<file path="config.mk">
export PLATFORM = sky130hd
export DESIGN_NAME = vdecode_pipe_flat
export DESIGN_NICKNAME = d
export VERILOG_FILES = /design/src/rtl/vdecode_pipe_if.sv /design/src/rtl/vdecode_pipe.sv /design/src/flat_wrapper.sv
export SDC_FILE = /design/constraint.sdc
export NUM_CORES = 1
export LEC_CHECK = 0
export ABC_AREA = 1
export ABC_CLOCK_PERIOD_IN_PS = 1600
export CORE_MARGIN = 10
export CORE_UTILIZATION = 44
export CTS_BUF_LIST = sky130_fd_sc_hd__clkbuf_8
export DETAILED_ROUTE_END_ITERATION = 8
export GPL_TIMING_DRIVEN = 0
export PLACE_DENSITY_LB_ADDON = 0.15
export SLEW_MARGIN = 5
export SYNTH_ARGS = -nofsm -noshare
export SYNTH_HDL_FRONTEND = slang
export SYNTH_SLANG_ARGS = --single-unit
</file>
<file path="constraint.sdc">
create_clock -name clk -period 1.6 [get_ports clk]
set_input_delay 0.16 -clock clk [delete_from_list [all_inputs] [get_ports clk]]
set_output_delay 0.16 -clock clk [all_outputs]
set_load 0.01 [all_outputs]
</file>
<file path="src/rtl/vdecode_pipe_if.sv">
// Decode-stage bus: instruction handshake in, decoded control bundle out.
interface vdecode_pipe_if #(
  parameter int DATA_W   = 32,
  parameter int REG_AW   = 5,
  parameter int STALL_CW = 16
);
  logic                in_valid;
  logic                in_ready;
  logic [31:0]         inst;
  logic                out_valid;
  logic                out_ready;
  logic [REG_AW-1:0]   reg_dst;
  logic [REG_AW-1:0]   reg_s;
  logic [REG_AW-1:0]   reg_t;
  logic [DATA_W-1:0]   imm;
  logic [2:0]          alu_op;
  logic                alu_src;
  logic                reg_write;
  logic                mem_read;
  logic                mem_write;
  logic                memtoreg;
  logic                vec;
  logic                illegal;
  logic [STALL_CW-1:0] stall_cnt;

  // Fetch/execute side: drives instructions, consumes bundles.
  modport master (
    output in_valid, inst, out_ready,
    input  in_ready, out_valid, reg_dst, reg_s, reg_t, imm, alu_op, alu_src,
           reg_write, mem_read, mem_write, memtoreg, vec, illegal, stall_cnt
  );

  // Decode stage side.
  modport slave (
    input  in_valid, inst, out_ready,
    output in_ready, out_valid, reg_dst, reg_s, reg_t, imm, alu_op, alu_src,
           reg_write, mem_read, mem_write, memtoreg, vec, illegal, stall_cnt
  );
endinterface

</file>
<file path="src/rtl/vdecode_pipe.sv">
// Pipelined scalar/vector instruction decode with load-use hazard stalls.
// One output register (latency 1); a load sitting in it, or one that left
// within the last LOAD_BUBBLES cycles, blocks any instruction reading its
// destination.
module vdecode_pipe #(
  parameter int DATA_W       = 32,
  parameter int REG_AW       = 5,
  parameter int LOAD_BUBBLES = 1,
  parameter int STALL_CW     = 16
) (
  input  logic           clk,
  input  logic           rst_n,
  input  logic           flush,
  vdecode_pipe_if.slave  bus
);

  typedef struct packed {
    logic [REG_AW-1:0] reg_dst;
    logic [REG_AW-1:0] reg_s;
    logic [REG_AW-1:0] reg_t;
    logic [DATA_W-1:0] imm;
    logic [2:0]        alu_op;
    logic              alu_src;
    logic              reg_write;
    logic              mem_read;
    logic              mem_write;
    logic              memtoreg;
    logic              vec;
    logic              illegal;
  } bundle_t;

  bundle_t             bnd_d, bnd_q;
  logic                vld_q;
  logic [1:0]          bub_q;
  logic [REG_AW-1:0]   ldst_q;
  logic [STALL_CW-1:0] stall_q;

  logic [5:0]          op, funct;
  logic [REG_AW-1:0]   rs_w, rt_w, rd_w;
  logic                reads_rt, load_pend, hit_pend, hit_bub, hazard;
  logic                accept, fire;

  assign op    = bus.inst[31:26];
  assign funct = bus.inst[5:0];
  assign rs_w  = REG_AW'(bus.inst[25:21]);
  assign rt_w  = REG_AW'(bus.inst[20:16]);
  assign rd_w  = REG_AW'(bus.inst[15:11]);

  // Decode the incoming word; illegal encodings never write state.
  always_comb begin
    bnd_d       = '0;
    bnd_d.reg_s = rs_w;
    bnd_d.reg_t = rt_w;
    bnd_d.imm   = DATA_W'($signed(bus.inst[15:0]));
    case (op)
      6'h00, 6'h1C: begin
        bnd_d.reg_dst   = rd_w;
        bnd_d.reg_write = 1'b1;
        bnd_d.vec       = (op == 6'h1C);
        case (funct)
          6'h20:   bnd_d.alu_op = 3'd0;
          6'h22:   bnd_d.alu_op = 3'd1;
          6'h24:   bnd_d.alu_op = 3'd2;
          6'h25:   bnd_d.alu_op = 3'd3;
          6'h2A:   bnd_d.alu_op = 3'd4;
          default: bnd_d.illegal = 1'b1;
        endcase
      end
      6'h08: begin
        bnd_d.reg_dst   = rt_w;
        bnd_d.alu_src   = 1'b1;
        bnd_d.reg_write = 1'b1;
      end
      6'h23: begin
        bnd_d.reg_dst   = rt_w;
        bnd_d.alu_src   = 1'b1;
        bnd_d.reg_write = 1'b1;
        bnd_d.mem_read  = 1'b1;
        bnd_d.memtoreg  = 1'b1;
      end
      6'h2B: begin
        bnd_d.alu_src   = 1'b1;
        bnd_d.mem_write = 1'b1;
      end
      default: bnd_d.illegal = 1'b1;
    endcase
    if (bnd_d.illegal) begin
      bnd_d.reg_write = 1'b0;
      bnd_d.mem_read  = 1'b0;
      bnd_d.mem_write = 1'b0;
    end
  end

  // rs is always a source; rt is a source only for R/vector/store formats.
  assign reads_rt  = (op == 6'h00) || (op == 6'h1C) || (op == 6'h2B);
  assign load_pend = vld_q && bnd_q.mem_read;
  assign hit_pend  = load_pend && (bnd_q.reg_dst != '0) &&
                     ((rs_w == bnd_q.reg_dst) || (reads_rt && rt_w == bnd_q.reg_dst));
  assign hit_bub   = (bub_q != 2'd0) && (ldst_q != '0) &&
                     ((rs_w == ldst_q) || (reads_rt && rt_w == ldst_q));
  assign hazard    = hit_pend || hit_bub;

  assign bus.in_ready = !flush && !hazard && (!vld_q || bus.out_ready);
  assign accept       = bus.in_valid && bus.in_ready;
  assign fire         = vld_q && bus.out_ready;

  // Output register, load tracking and stall counter.
  always_ff @(posedge clk or negedge rst_n) begin
    if (!rst_n) begin
      bnd_q   <= '0;
      vld_q   <= 1'b0;
      bub_q   <= 2'd0;
      ldst_q  <= '0;
      stall_q <= '0;
    end else begin
      if (bus.in_valid && hazard && (stall_q != '1))
        stall_q <= stall_q + STALL_CW'(1);
      if (flush) begin
        vld_q <= 1'b0;
        bub_q <= 2'd0;
      end else begin
        if (accept) begin
          bnd_q <= bnd_d;
          vld_q <= 1'b1;
        end else if (fire) begin
          vld_q <= 1'b0;
        end
        if (fire && load_pend) begin
          ldst_q <= bnd_q.reg_dst;
          bub_q  <= 2'(LOAD_BUBBLES);
        end else if (bub_q != 2'd0) begin
          bub_q <= bub_q - 2'd1;
        end
      end
    end
  end

  assign bus.out_valid = vld_q;
  assign bus.reg_dst   = bnd_q.reg_dst;
  assign bus.reg_s     = bnd_q.reg_s;
  assign bus.reg_t     = bnd_q.reg_t;
  assign bus.imm       = bnd_q.imm;
  assign bus.alu_op    = bnd_q.alu_op;
  assign bus.alu_src   = bnd_q.alu_src;
  assign bus.reg_write = bnd_q.reg_write;
  assign bus.mem_read  = bnd_q.mem_read;
  assign bus.mem_write = bnd_q.mem_write;
  assign bus.memtoreg  = bnd_q.memtoreg;
  assign bus.vec       = bnd_q.vec;
  assign bus.illegal   = bnd_q.illegal;
  assign bus.stall_cnt = stall_q;

endmodule

</file>
<file path="src/flat_wrapper.sv">
// flat-port wrapper written by rule: the top's interface ports become plain ports
module vdecode_pipe_flat 
#(
  parameter int DATA_W       = 32,
  parameter int REG_AW       = 5,
  parameter int LOAD_BUBBLES = 1,
  parameter int STALL_CW     = 16
)
  (clk, rst_n, flush, bus_in_valid, bus_inst, bus_out_ready, bus_in_ready, bus_out_valid, bus_reg_dst, bus_reg_s, bus_reg_t, bus_imm, bus_alu_op, bus_alu_src, bus_reg_write, bus_mem_read, bus_mem_write, bus_memtoreg, bus_vec, bus_illegal, bus_stall_cnt);
  vdecode_pipe_if #(.DATA_W(DATA_W), .REG_AW(REG_AW), .STALL_CW(STALL_CW)) bus_i ();
  input  logic clk;
  input  logic rst_n;
  input  logic flush;
  input wire logic [$bits(bus_i.in_valid)-1:0] bus_in_valid;
  input wire logic [$bits(bus_i.inst)-1:0] bus_inst;
  input wire logic [$bits(bus_i.out_ready)-1:0] bus_out_ready;
  output wire logic [$bits(bus_i.in_ready)-1:0] bus_in_ready;
  output wire logic [$bits(bus_i.out_valid)-1:0] bus_out_valid;
  output wire logic [$bits(bus_i.reg_dst)-1:0] bus_reg_dst;
  output wire logic [$bits(bus_i.reg_s)-1:0] bus_reg_s;
  output wire logic [$bits(bus_i.reg_t)-1:0] bus_reg_t;
  output wire logic [$bits(bus_i.imm)-1:0] bus_imm;
  output wire logic [$bits(bus_i.alu_op)-1:0] bus_alu_op;
  output wire logic [$bits(bus_i.alu_src)-1:0] bus_alu_src;
  output wire logic [$bits(bus_i.reg_write)-1:0] bus_reg_write;
  output wire logic [$bits(bus_i.mem_read)-1:0] bus_mem_read;
  output wire logic [$bits(bus_i.mem_write)-1:0] bus_mem_write;
  output wire logic [$bits(bus_i.memtoreg)-1:0] bus_memtoreg;
  output wire logic [$bits(bus_i.vec)-1:0] bus_vec;
  output wire logic [$bits(bus_i.illegal)-1:0] bus_illegal;
  output wire logic [$bits(bus_i.stall_cnt)-1:0] bus_stall_cnt;
  assign bus_i.in_valid = bus_in_valid;
  assign bus_i.inst = bus_inst;
  assign bus_i.out_ready = bus_out_ready;
  assign bus_in_ready = bus_i.in_ready;
  assign bus_out_valid = bus_i.out_valid;
  assign bus_reg_dst = bus_i.reg_dst;
  assign bus_reg_s = bus_i.reg_s;
  assign bus_reg_t = bus_i.reg_t;
  assign bus_imm = bus_i.imm;
  assign bus_alu_op = bus_i.alu_op;
  assign bus_alu_src = bus_i.alu_src;
  assign bus_reg_write = bus_i.reg_write;
  assign bus_mem_read = bus_i.mem_read;
  assign bus_mem_write = bus_i.mem_write;
  assign bus_memtoreg = bus_i.memtoreg;
  assign bus_vec = bus_i.vec;
  assign bus_illegal = bus_i.illegal;
  assign bus_stall_cnt = bus_i.stall_cnt;
  vdecode_pipe #(.DATA_W(DATA_W), .REG_AW(REG_AW), .LOAD_BUBBLES(LOAD_BUBBLES), .STALL_CW(STALL_CW)) u_core (.clk(clk), .rst_n(rst_n), .flush(flush), .bus(bus_i));
endmodule
</file>
==> results_tabular.tex <==
\begin{tabular}{lr}
\hline
Metric & Value \\
\hline
\multicolumn{2}{l}{\textbf{Status}} \\
\quad Result of the run & complete, but fails checks \\
\quad Failing checks & negative setup slack \\
\multicolumn{2}{l}{\textbf{Clock network}} \\
\quad Clk root buf & clkbuf\_8 \\
\quad Skew-Pair Late Insertion Delay & 0.35 ns \\
\quad Clock tree from TritonCTS & yes \\
\quad Inserted Clock Buffers & 9 \\
\quad Clock transition at the registers of the reported paths & 0.08 ns \\
\quad Maximum buffer depth of the clock tree & 2 \\
\quad Clock sinks & 65 \\
\quad Depth of the CTS H-tree & 3 \\
\multicolumn{2}{l}{\textbf{Yosys}} \\
\quad Gate count after technology mapping & 491 \\
\quad Post-synthesis compound-gate area fraction & 0.0316 \\
\quad Post-synthesis share of cell area spent on xor and xnor gates & 0.0512 \\
\quad Total nets after synthesis & 530 \\
\quad Share of synthesized flip-flops with an asynchronous set or reset & 1.00 \\
\quad Mean area per synthesized cell & 7.66 um2 \\
\quad Number of synthesized register bits & 65 \\
\quad Area fraction of the dominant cell type after synthesis & 0.432 \\
\quad Synth Area in Adders & 0.00665 \\
\quad Most used flip-flop cell after synthesis & dfrtp\_1 \\
\quad Main combinational cell family by area after synthesis & simple AND/OR/NAND/NOR gates \\
\quad Most instantiated library cell after synthesis & nand2\_1 \\
\quad Post-synth top cells & nand2\_1 (165), dfrtp\_1 (65), nand3\_1 (57) \\
\quad Netlist area before placement & 3760 um2 \\
\quad Number of flops mapped to enable cells by yosys & 0 \\
\quad Number of synthesis warnings & 0 \\
\quad Sequential-to-total area share from yosys stat & 0.432 \\
\quad Multiplexer share of the synthesized area & 0.00299 \\
\quad Area fraction in and, or, nand and nor cells after synthesis & 0.364 \\
\quad Synth area leader & dfrtp\_1 \\
\quad Top post-synthesis cells by area & dfrtp\_1 (43\%), nand2\_1 (16\%), nand3\_1 (7.6\%) \\
\quad Count of distinct cell types in the synthesized netlist & 29 \\
\multicolumn{2}{l}{\textbf{Final layout}} \\
\quad Non-filler instance count after layout & 754 \\
\quad Utilization of the core after routing & 0.681 \\
\quad Total inserted antenna cells & 0 \\
\quad Area Growth Syn to Fin & 49.5\% \\
\quad Share of post-route cells with drive strength above 1 & 0.191 \\
\quad NumNets Final & 684 \\
\quad Total non-filler cell area in the finished layout & 5620 um2 \\
\multicolumn{2}{l}{\textbf{Placement}} \\
\quad Placement-stage cell area & 5000 um2 \\
\quad Place WS & -0.929 ns \\
\quad Placed Instances & 706 \\
\quad DPL Wire Length & 8.50 mm \\
\quad Final weighted congestion in routability-driven placement & 0.922 \\
\quad Buffers added on ports & 110 \\
\multicolumn{2}{l}{\textbf{Global routing}} \\
\quad Number of antenna violations at the first check in global routing & 0 \\
\quad Overall Global Routing Usage & 0.187 \\
\quad First-pass GRT wire length & 19.4 mm \\
\quad Number of global-route vias before repair & 3849 \\
\quad Pin count of the biggest net entering global routing & 66 \\
\quad GR Overflow Total & 0 \\
\multicolumn{2}{l}{\textbf{STA}} \\
\quad Final critical-path share of the clock period & 1.28 \\
\quad Worst Tran Pin Value & 0.854 ns \\
\quad Worst clock skew & 0.00984 ns \\
\quad Number of failing hold endpoints at the final stage & 0 \\
\quad Tmin final & 2.04 ns \\
\quad Slew headroom & 0.430 \\
\quad Max-slew violations & 0 \\
\quad RSZ-0062 raised after global routing & true \\
\quad Achievable frequency & 490 MHz \\
\quad Final-report setup violation count & 59 \\
\quad Minimum setup slack in the final design & -0.441 ns \\
\multicolumn{2}{l}{\textbf{Setup path}} \\
\quad CP peak stage delay & 0.42 ns \\
\quad Required @ worst endpoint & 1.44 ns \\
\quad Crit-path max FO & 4 \\
\quad Setup crit end kind & output pin \\
\quad Crit path arrival time & 1.88 ns \\
\quad Nature of the critical path startpoint & register \\
\quad Cell at the slowest stage of the critical path & dfrtp\_1 \\
\quad Cell seen most often among critical-path stages & buf\_6 \\
\quad Cells traversed along the worst timing path & buf\_6, xor2\_2, nor2\_1, nand3\_1, nand2\_1, nand2\_2, nand2\_8, nor2\_8, buf\_6, buf\_6 \\
\quad Type of the worst setup path & register to output pin \\
\multicolumn{2}{l}{\textbf{Floorplanning}} \\
\quad Vertical die dimension & 112 um \\
\quad Overall die area & 12600 um2 \\
\quad Die extent in x & 112 um \\
\quad Standard cell core area & 8260 um2 \\
\quad Initial cell density of the core & 0.456 \\
\quad Num ports & 112 \\
\quad Number of cell rows & 33 \\
\multicolumn{2}{l}{\textbf{Power}} \\
\quad Total leakage power & 2.87 nW \\
\quad Pwr per Cell Area & 836 nW/um2 \\
\quad Post-layout total power & 0.00470 W \\
\quad Max rail drop VDD & 0.605 mV \\
\multicolumn{2}{l}{\textbf{Routing}} \\
\quad Detailed Route Iter0 Violations & 203 \\
\quad Routed WL per cell & 16.5 um \\
\quad Number of iterations in the first detailed-routing pass & 4 \\
\quad Antenna Violating Nets Remaining & 0 \\
\quad Aggregate routed wire length & 12.4 mm \\
\quad Residual DRC & 0 \\
\quad Number of vias in the routed layout & 3836 \\
\quad Vias per Instance & 5.09 \\
\multicolumn{2}{l}{\textbf{Job}} \\
\quad Number of violations of the max-capacitance limit & 0 \\
\multicolumn{2}{l}{\textbf{Hold path}} \\
\quad Worst hold path class & primary input to register \\
\hline
\end{tabular}
==> cells by family (layout without fill, tap and decap cells) <==
family	Yosys count	in the layout
AND/OR/NAND/NOR	300	301
buffers and inverters	80	237
flip-flops	65	65
XOR/XNOR	22	22
AO/OA/AOI/OAI	21	21
adder cells (fa/ha/maj)	2	2
multiplexers	1	1
==> worst max-delay path: cells and delay by family, from the launching register on <==
family | cells | cell delay (ns)
XOR/XNOR | 1 | 0.13
buffers and inverters | 3 | 0.36
flip-flops | 1 | 0.42
AND/OR/NAND/NOR | 6 | 0.62
==> report_power, final <==
part,internal (W),switching [W]
clock network,0.000786,0.000657
logic,0.000706,0.000653
registers,0.00180,0.0000985
total,0.00330,0.00141
==> state kept, by name, summed over array words and instances, names as in the netlist, 2 cells and up <==
register,count
u_core.bub_q,2
u_core.bus.reg_s,5
u_core.bus.reg_t,5
u_core.bus.alu_op,3
u_core.ldst_q,5
u_core.bus.reg_dst,5
u_core.bus.imm,16
u_core.bus.stall_cnt,16
==> cell type report <==
type	count	area (um2)
Buffer	34	278
Clock buffer	11	151
Clock inverter	4	43.8
Fill cell	691	2640
Inverter	46	173
Multi-Input combinational cell	347	1790
Sequential cell	65	1640
Tap cell	105	131
Timing Repair Buffer	142	1410
==> cells in the final DEF, fill, tap and decap left out, drive strengths merged, types with 6 or more instances in the layout <==
cell,synthesis,layout
nand2,180,180
clkdlybuf4s50,0,87
dfrtp,65,65
buf,28,59
nand3,58,58
inv,46,47
nor2,27,27
nand4,25,26
clkbuf,6,19
dlygate4sd2,0,16
xor2,15,15
o21ai,11,11
nor3,9,9
xnor2,7,7
a21oi,6,6
==> metal layers <==
layer	global-route usage	vias to the layer above	wire length (um)
met5	0	-	0
met4	0.0499	0	145
met3	0.0756	13	1010
met2	0.299	115	5890
met1	0.229	1842	5380
li1	-	1866	-
==> metrics by stage <==
stage                     hold WS [ns]  setup TNS, ns
after floorplan                 -0.136              0
after global placement           0.462        -146.88
after detailed placement         0.324         -27.75
after CTS                        0.206         -13.09
after global routing             0.178         -24.16
final                            0.157         -18.89
==> path summary, 6_finish.rpt <==
kind | from | to | slack, ns | cells after the start
max | u_core.ldst_q[0] | bus_in_ready | -0.44 | 10
min | bus_inst[17] | u_core.bus.reg_t[1] | 0.16 | 3
max reg2reg | u_core.ldst_q[0] | u_core.bus.stall_cnt[8] | -0.44 | 13
min reg2reg | u_core.bus.imm[6] | u_core.bus.imm[6] | 0.48 | 2
max in group asynchronous | rst_n | u_core.bus.stall_cnt[11] | 0.53 | 2
min in group asynchronous | rst_n | u_core.bus.vec | 0.46 | 2
==> repair_timing <==
item	in CTS	in global routing
buffers inserted	11	14
gates resized for setup	35	41
hold buffers	1	0
endpoints found under the hold margin	65	0
setup endpoints to repair	76	71
pin swaps	7	16
cloned	3	5
No activity file was read; power rests on OpenSTA's default activity.
